`src/rtl/pong_frame_scheduler.sv`:
```
// Per-frame sequencer for a pong game: serve countdown, ball/paddle update handshakes,
// wall scoring, win detection and a count of frame ticks that arrive while a frame is still busy.
module pong_frame_scheduler #(
    parameter logic [3:0] WIN_SCORE    = 4'd9,
    parameter logic [7:0] SERVE_FRAMES = 8'd60
) (
    input  logic        clk,
    input  logic        rst,
    input  logic        frame_tick,
    input  logic        start_game,
    input  logic [31:0] dimensions,
    input  logic [31:0] ball_pos,
    output logic        ball_upd_req,
    input  logic        ball_upd_done,
    output logic        pad_upd_req,
    output logic        pad_sel,
    input  logic        pad_upd_done,
    output logic        center_pulse,
    output logic [3:0]  score_left,
    output logic [3:0]  score_right,
    output logic        game_over,
    output logic [7:0]  overrun_cnt
);

    typedef enum logic [2:0] {
        IDLE,
        SERVE,
        WAIT,
        BALL,
        PAD_L,
        PAD_R,
        CHECK,
        OVER
    } state_t;

    // A zero win score would make the game unwinnable, so it behaves as one point.
    localparam logic [3:0] WIN_EFF = (WIN_SCORE == 4'd0) ? 4'd1 : WIN_SCORE;

    state_t     state_reg, state_next;
    logic [7:0] serve_cnt_reg, serve_cnt_next;
    logic [3:0] score_left_reg, score_left_next;
    logic [3:0] score_right_reg, score_right_next;
    logic [7:0] overrun_reg, overrun_next;
    logic       center_reg, center_next;

    logic [15:0] ball_x;
    logic [15:0] width;
    logic [15:0] right_edge;
    logic        hit_left_wall;
    logic        hit_right_wall;
    logic        busy_state;
    logic [3:0]  left_inc;
    logic [3:0]  right_inc;
    logic        unused_y;

    assign ball_x   = ball_pos[31:16];
    assign width    = dimensions[31:16];
    assign unused_y = ^{ball_pos[15:0], dimensions[15:0]};

    // Zero width is treated as one so the edge column never underflows.
    assign right_edge     = (width == 16'd0) ? 16'd0 : width - 16'd1;
    assign hit_left_wall  = (ball_x == 16'd0);
    assign hit_right_wall = !hit_left_wall && (ball_x >= right_edge);

    assign left_inc  = (score_left_reg  < WIN_EFF) ? score_left_reg  + 4'd1 : score_left_reg;
    assign right_inc = (score_right_reg < WIN_EFF) ? score_right_reg + 4'd1 : score_right_reg;

    assign busy_state = (state_reg == BALL) || (state_reg == PAD_L) ||
                        (state_reg == PAD_R) || (state_reg == CHECK);

    always_comb begin
        state_next       = state_reg;
        serve_cnt_next   = serve_cnt_reg;
        score_left_next  = score_left_reg;
        score_right_next = score_right_reg;
        overrun_next     = overrun_reg;
        center_next      = 1'b0;

        if (frame_tick && busy_state && (overrun_reg != 8'hFF)) begin
            overrun_next = overrun_reg + 8'd1;
        end

        case (state_reg)
            IDLE, OVER: begin
                if (start_game) begin
                    score_left_next  = 4'd0;
                    score_right_next = 4'd0;
                    overrun_next     = 8'd0;
                    serve_cnt_next   = SERVE_FRAMES;
                    center_next      = 1'b1;
                    state_next       = SERVE;
                end
            end
            SERVE: begin
                if (frame_tick) begin
                    if (serve_cnt_reg == 8'd0) begin
                        state_next = BALL;
                    end else begin
                        serve_cnt_next = serve_cnt_reg - 8'd1;
                    end
                end
            end
            WAIT: begin
                if (frame_tick) begin
                    state_next = BALL;
                end
            end
            BALL: begin
                if (ball_upd_done) begin
                    state_next = PAD_L;
                end
            end
            PAD_L: begin
                if (pad_upd_done) begin
                    state_next = PAD_R;
                end
            end
            PAD_R: begin
                if (pad_upd_done) begin
                    state_next = CHECK;
                end
            end
            CHECK: begin
                if (hit_left_wall || hit_right_wall) begin
                    if (hit_left_wall) begin
                        score_right_next = right_inc;
                    end else begin
                        score_left_next = left_inc;
                    end
                    // Only the scorer's new total can reach the winning value.
                    if ((hit_left_wall ? right_inc : left_inc) == WIN_EFF) begin
                        state_next = OVER;
                    end else begin
                        serve_cnt_next = SERVE_FRAMES;
                        center_next    = 1'b1;
                        state_next     = SERVE;
                    end
                end else begin
                    state_next = WAIT;
                end
            end
            default: begin
                state_next = IDLE;
            end
        endcase
    end

    always_ff @(posedge clk or negedge rst) begin
        if (!rst) begin
            state_reg       <= IDLE;
            serve_cnt_reg   <= 8'd0;
            score_left_reg  <= 4'd0;
            score_right_reg <= 4'd0;
            overrun_reg     <= 8'd0;
            center_reg      <= 1'b0;
        end else begin
            state_reg       <= state_next;
            serve_cnt_reg   <= serve_cnt_next;
            score_left_reg  <= score_left_next;
            score_right_reg <= score_right_next;
            overrun_reg     <= overrun_next;
            center_reg      <= center_next;
        end
    end

    // Requests are pure state decodes, so they vanish the moment reset forces IDLE.
    assign ball_upd_req = (state_reg == BALL);
    assign pad_upd_req  = (state_reg == PAD_L) || (state_reg == PAD_R);
    assign pad_sel      = (state_reg == PAD_R);
    assign game_over    = (state_reg == OVER);
    assign center_pulse = center_reg;
    assign score_left   = score_left_reg;
    assign score_right  = score_right_reg;
    assign overrun_cnt  = overrun_reg;

endmodule
```
`config.mk`:
```
export PLATFORM = sky130hd
export DESIGN_NAME = pong_frame_scheduler
export DESIGN_NICKNAME = d
export VERILOG_FILES = /design/src/rtl/pong_frame_scheduler.sv
export SDC_FILE = /design/constraint.sdc
export NUM_CORES = 1
export LEC_CHECK = 0
export CELL_PAD_IN_SITES_DETAIL_PLACEMENT = 1
export CELL_PAD_IN_SITES_GLOBAL_PLACEMENT = 2
export CORE_MARGIN = 2
export CORE_UTILIZATION = 27
export DETAILED_ROUTE_END_ITERATION = 6
export GPL_TIMING_DRIVEN = 0
export PLACE_DENSITY_LB_ADDON = 0.1
export SETUP_SLACK_MARGIN = 0.2
export SLEW_MARGIN = 20
export SYNTH_ARGS = -nofsm -noshare
export SYNTH_HDL_FRONTEND = slang
export SYNTH_SLANG_ARGS = --single-unit
```
`constraint.sdc`:
```
create_clock -name clk -period 5.4 [get_ports clk]
set_input_delay 1.08 -clock clk [delete_from_list [all_inputs] [get_ports clk]]
set_output_delay 1.08 -clock clk [all_outputs]
set_load 0.02 [all_outputs]
```
Word level (Yosys, flattened, before mapping):

Cells that the tools add are included.

* bits in registers: 28
* bits of input ports: 70
* output and inout bits: 21
* logic and storage cells: 89

* $add $sub $neg: 5
* magnitude comparators: 3
* eq/ne operators: 21
* mux-type cells: 34
* reductions and logical operators: 20

Operator list (count)
* $mux W8: 8
* $logic_not A16 Y1: 2
* $mux W4: 8
* $mux W3: 9
* $pmux W8 S3: 1
* $pmux W3 S7: 1
* $ne A2 B2 Y1 const B: 9
* $ge A16 B16 Y1: 1
* $mux W16: 1
* $pmux W4 S2: 2
* $sub A16 B1 Y16 const B: 1
* $eq A3 B3 Y1 const B: 4
* $add A4 B1 Y4 const B: 2
* $add A8 B1 Y8 const B: 1
* $logic_not A8 Y1: 1
* $lt A4 B4 Y1 const B: 2
* $ne A8 B8 Y1 const B: 1
* $reduce_and A4 Y1: 2
* $sub A8 B1 Y8 const B: 1
* $reduce_and A7 Y1: 1
* $eq A3 B2 Y1 const B: 2
* $ne A2 B1 Y1 const B: 3
* $reduce_and A6 Y1: 1
* $logic_or A1 B1 Y1: 5
* 10 further kinds: 14

Depth between registers and ports, before layout:

* depth after elaboration: 9
* gate-level depth with buffers: 14
* gate-level depth less buffers: 13

Worst setup path before layout:

No wires, ideal clock.

* kind: input port to flip-flop
* from: in dimensions[23]
* to: reg serve_cnt_reg[1]
* library setup time: 0.125 ns
* arrival: 4.423 ns
* data required time: 5.275 ns
* path slack: 0.852 ns
* stages: 13
* buffers on the path: 0
* cell sequence: or4_4 -> nor3_1 -> nand3_1 -> or3_1 -> nor3_1 -> a21oi_1 -> ha_1 -> nand4_1 -> nor3_2 -> or4b_4 -> a31oi_4 -> o2bb2ai_4 -> mux2_4

* word-level cells in the longest chain between the ends: 7
* elaborated cells on any way between the ends: 8
* those cells by class: 1 x add/sub; 1 x order compare; 1 x eq/ne; 1 x mux; 4 x reduce/logical

Ends and longest elaborated chain
* start: declaration: line 11 `input logic [31:0] dimensions,`
* $sub A16 B1 Y16 or $logic_not A16 Y1 (tied branches): line 61 `assign right_edge = (width == 16'd0) ? 16'd0 : width - 16'd1;`
* $mux W16 *: line 61
* $ge A16 B16 Y1 *: line 63 `assign hit_right_wall = !hit_left_wall && (ball_x >= right_edge);`
* $logic_and A1 B1 Y1 *: line 63
* $logic_or A1 B1 Y1 *: line 124 `if (hit_left_wall || hit_right_wall) begin`
* $ne A2 B1 Y1 (no line) *
* $reduce_and A6 Y1 (no line) *
* end signal: assignment: line 158 `serve_cnt_reg <= serve_cnt_next;`
* end: declaration: line 40 `logic [7:0] serve_cnt_reg, serve_cnt_next;`

Every way passes the cells marked *; elsewhere a longest branch is shown, timed or not.
A chain may end at the register's enable or synchronous reset.

Worst setup path in the final report:

* from: in dimensions[21]
* to: reg serve_cnt_reg[1]

The elaborated chain is that of the path after synthesis.

==> results.md <==
- The initial cell density of the core is around 27%.
- The normalized max-slew margin is 51.5%.
- The number of cells in the finished layout apart from fillers is 474.
- The commonest register cell after synthesis is sky130_fd_sc_hd__dfrtp_1.
- The first global-routing pass estimated 11400 um of wire.
- Timing analysis after detailed placement gives a worst setup slack of -0.212 ns.
- IR analysis of the VDD net gives a maximum drop of about 0.00012 V.
- In the synthesized netlist the async set-or-reset flop fraction comes to 100%.
- For the worst setup path, the data arrival time is 5.12 ns.
- The area added between synthesis and finish is 31.4%.
- The via count is ~2400.
- The post-synthesis average cell area is 8.37 um^2.
- The leading cell type in the layout, fill and taps excluded is sky130_fd_sc_hd__clkdlybuf4s50_1.
- The tool flagged a number of max-cap violations equal to 0.
- The clock tree from TritonCTS is done.
- The number of remaining DRC errors is 0.
- Setup violations remaining at the end of the flow were counted as 0.
- Setup repair after global routing left no endpoint under its margin.
- The pre-antenna-repair detailed-routing pass consisted of 4 iterations.
- Dividing the detail-routed wire length by the instance count gives 14.4 um.
- The number of flops mapped to enable cells by yosys is 0.
- The global placer's final weighted congestion is 0.765.
- Buffers inserted during clock tree synthesis total 3.
- Summed over its instances, the top area cell type makes up ~28% of the synthesized netlist area.
- The die is 100 um wide.
- The number of filler instances in the final layout is 1081.
- The synthesized netlist net count is between 300 and 400.
- The fmax is 0.202 GHz.
- The core outline area is between 9000 and 10000 um^2.
- The number of antenna violations at the first check in global routing is 0.
- After synthesis, the cell types taking the most area are sky130_fd_sc_hd__dfrtp_1 (28%), sky130_fd_sc_hd__ha_1 (12%), sky130_fd_sc_hd__nand2_1 (4.8%).
- The part of the Yosys area used for sequential elements is 27.9%.
- The run finished with clean final reports.
- Per report_power, the clock group accounts for approximately 13% of the total.
- The Yosys warning count is 0.
- Measured along the y axis, the die boundary spans approximately 100 um.
- The net switching share of the total power is 44.0%.
- Summed over all cells, the static leakage comes to 0.00137 uW.
- The cell total after placement is between 400 and 500.
- The final count of hold timing violations was 0.
- The worst-path maximum fanout is 8.
- For the pin with the worst max-slew slack, the measured transition is about 0.72 ns.
- The class of the tightest hold or removal check is reg -> reg.
- The final layout contains 459 nets.
- The number of different library cells used by synthesis comes to between 50 and 60.
- The final count of pins violating max slew came to 0.
- After synthesis the netlist holds a flip-flop and latch count of 28.
- No sink is reached through more buffers than the 2 on the longest clock path.
- The floorplan step defined a die boundary enclosing 10100 um^2.
- The top cell types in the final layout, fill and taps aside, are sky130_fd_sc_hd__clkdlybuf4s50_1 (57), sky130_fd_sc_hd__nand2_1 (32), sky130_fd_sc_hd__dfrtp_1 (28).
- Hold is met by between 0.5 and 0.6 ns.
- In this run the power density over the cells is between 300 and 400 nW/um^2.
- Across all setup checks in the final design, the least slack found is about 0.46 ns.
- The share of total power in sequential cells is between 20 and 30%.
- The maximum number of pins on one net before global-route repair is 29.
- The count of hold buffers inserted by post-cts repair is 0.
- The worst path needs between 4 and 5 ns of the cycle, external delays included.
- The detailed placer's ending HPWL is 5660 um.
- The fraction of final layout cells with drive strength greater than 1 is slightly below 6%.
- The number of global-route vias before repair is 2427.
- In this run the remaining antenna-violating nets after routing total 0.
- The internal power contribution is roughly 600 uW.
- The worst setup path is launched from an input pin.
- The clock input transition at the sequential cells of the worst setup and hold paths is approximately 0.1 ns.
- The worst setup path is captured at a flop.
- The I/O pin count is 91.
- The count of buffers added on input and output ports is 58.
- The top cell type by total area after synthesis is sky130_fd_sc_hd__dfrtp_1.
- The tree built by TritonCTS fans out to 28 sinks.
- The final critical path takes up about nine tenths of the cycle.
- The cell at the root of the clock tree is sky130_fd_sc_hd__clkbuf_8.
- For this run the aggregate overflow at the end of global routing stands at 0.
- The mapped cell area is roughly 2500 um^2.
- Total power for the finished layout comes to around 1000 uW.
- The number of levels in the clock H-tree is 1.
- The initialized floorplan defines 35 standard-cell rows.
- The overall routed net length is a little under 7000 um.
- The post-detailed-route via-to-cell ratio is around 5.2.
- The first routing iteration left 47 violations.
- Across the routed clock network, the largest skew measured is roughly 0.0056 ns.
- The antenna cell count is 0.
- The cell count after synthesis came out at 300.
- The combined global-route utilization of all metal layers is 13.7%.
- Cells fill 36.0% of the core in the end.
- The share of total power in combinational logic is between 50% and 60%.
- The required time of the critical path is ~5.6 ns.
- The worst setup path is of the in -> reg kind.
- The clock network latency to the later pin of the worst-skew pair is around 0.28 ns.
- The power dissipated by switching net loads is about 460 uW.
==> power groups by stage <==
| stage | clock [uW] | combinational (uW) | sequential (uW) |
|---|---|---|---|
| global route | 148 | 670 | 323 |
| global placement | 0 | 601 | 314 |
| finish | 134 | 602 | 310 |
| floorplan | 0 | 371 | 332 |
| detailed placement | 0 | 607 | 315 |
| CTS | 138 | 609 | 311 |
==> critical path, cell delays in order <==
cell	delay, ns
sky130_fd_sc_hd__clkdlybuf4s50_1	0.48
sky130_fd_sc_hd__or4_4	0.58
sky130_fd_sc_hd__nor3_4	0.18
sky130_fd_sc_hd__nand3_1	0.19
sky130_fd_sc_hd__or3_1	0.41
sky130_fd_sc_hd__nor3_1	0.19
sky130_fd_sc_hd__a21oi_1	0.07
sky130_fd_sc_hd__ha_1	0.30
sky130_fd_sc_hd__nand4_1	0.13
sky130_fd_sc_hd__nor3_2	0.22
sky130_fd_sc_hd__or4b_4	0.50
sky130_fd_sc_hd__a31oi_4	0.22
sky130_fd_sc_hd__o2bb2ai_4	0.22
sky130_fd_sc_hd__mux2_4	0.33
==> cells by family after synthesis <==
logic type	count (synthesis)	synth area share, %
xor+xnor	16	5.58
mux	6	2.59
simple gates	127	26.5
buf+inv	22	3.34
flops	28	27.9
compound gates	76	21.7
fa+ha+maj	25	12.5
==> what timing repair did <==
action | in CTS | in global routing
endpoints found under the hold margin | 0 | 0
endpoints found under the setup margin | 2 | 2
pin swaps | 0 | 1
buffers inserted | 0 | 1
resized for setup | 1 | 1
==> worst paths after layout <==
check / startpoint / end / slack (ns) / cells after the start
max: dimensions[21] / serve_cnt_reg[1] / 0.46 / 14
min: serve_cnt_reg[1] / serve_cnt_reg[1] / 0.57 / 1
max reg2reg: serve_cnt_reg[0] / serve_cnt_reg[1] / 2.99 / 8
min reg2reg: serve_cnt_reg[1] / serve_cnt_reg[1] / 0.57 / 1
max in group asynchronous: rst / score_left[1] / 4.13 / 1
min in group asynchronous: rst / serve_cnt_reg[3] / 0.82 / 1
==> layout make-up <==
| class | count | area [um^2] | area share, % |
|---|---|---|---|
| multi-input combinational | 250 | 1740 | 52.7 |
| clock buffer | 4 | 55.1 | 1.67 |
| tap | 111 | 139 | 4.21 |
| buffer | 7 | 27.5 | 0.834 |
| inverter | 15 | 56.3 | 1.71 |
| timing repair buffer | 59 | 583 | 17.7 |
| sequential | 28 | 701 | 21.2 |
==> metrics by stage <==
stage               setup TNS [ns]  area (um^2)
finish                           0         3300
global placement            -0.269         3230
CTS                              0         3290
global route                     0         3300
detailed placement          -0.421         3230
floorplan                        0         2510
==> cell usage after synthesis (2+ instances only) <==
cell type and n:
sky130_fd_sc_hd__nor2b_1 3, sky130_fd_sc_hd__clkbuf_1 5, sky130_fd_sc_hd__a211oi_1 2, sky130_fd_sc_hd__nand4_1 7
sky130_fd_sc_hd__and3_1 5, sky130_fd_sc_hd__a31oi_1 8, sky130_fd_sc_hd__ha_1 25, sky130_fd_sc_hd__dfrtp_1 28
sky130_fd_sc_hd__o31ai_1 2, sky130_fd_sc_hd__o21a_1 6, sky130_fd_sc_hd__a21o_1 2, sky130_fd_sc_hd__inv_1 15
sky130_fd_sc_hd__a31o_2 3, sky130_fd_sc_hd__nor3_1 15, sky130_fd_sc_hd__and2_1 4, sky130_fd_sc_hd__nor2_1 26
sky130_fd_sc_hd__nand2_1 32, sky130_fd_sc_hd__a21oi_1 19, sky130_fd_sc_hd__mux2i_1 5, sky130_fd_sc_hd__nand3_1 8
sky130_fd_sc_hd__xor2_1 12, sky130_fd_sc_hd__xnor2_1 4, sky130_fd_sc_hd__nor4_1 5, sky130_fd_sc_hd__nor3b_1 2
sky130_fd_sc_hd__nor4b_1 3, sky130_fd_sc_hd__nand2b_1 7, sky130_fd_sc_hd__o22ai_1 3, sky130_fd_sc_hd__a22o_1 2
sky130_fd_sc_hd__o21bai_1 2, sky130_fd_sc_hd__or3_1 2, sky130_fd_sc_hd__o21ai_0 9, sky130_fd_sc_hd__o211ai_1 2
==> layer usage <==
metal  vias to the layer above  GRT usage [%]  wire length [um]
met5                         -              0                 0
met4                         0           3.27                78
met3                         7           1.11               235
met2                        51           24.3              3300
met1                      1149           18.1              3230
li1                       1240              -                 -
Power figures use the tool's default switching activity.
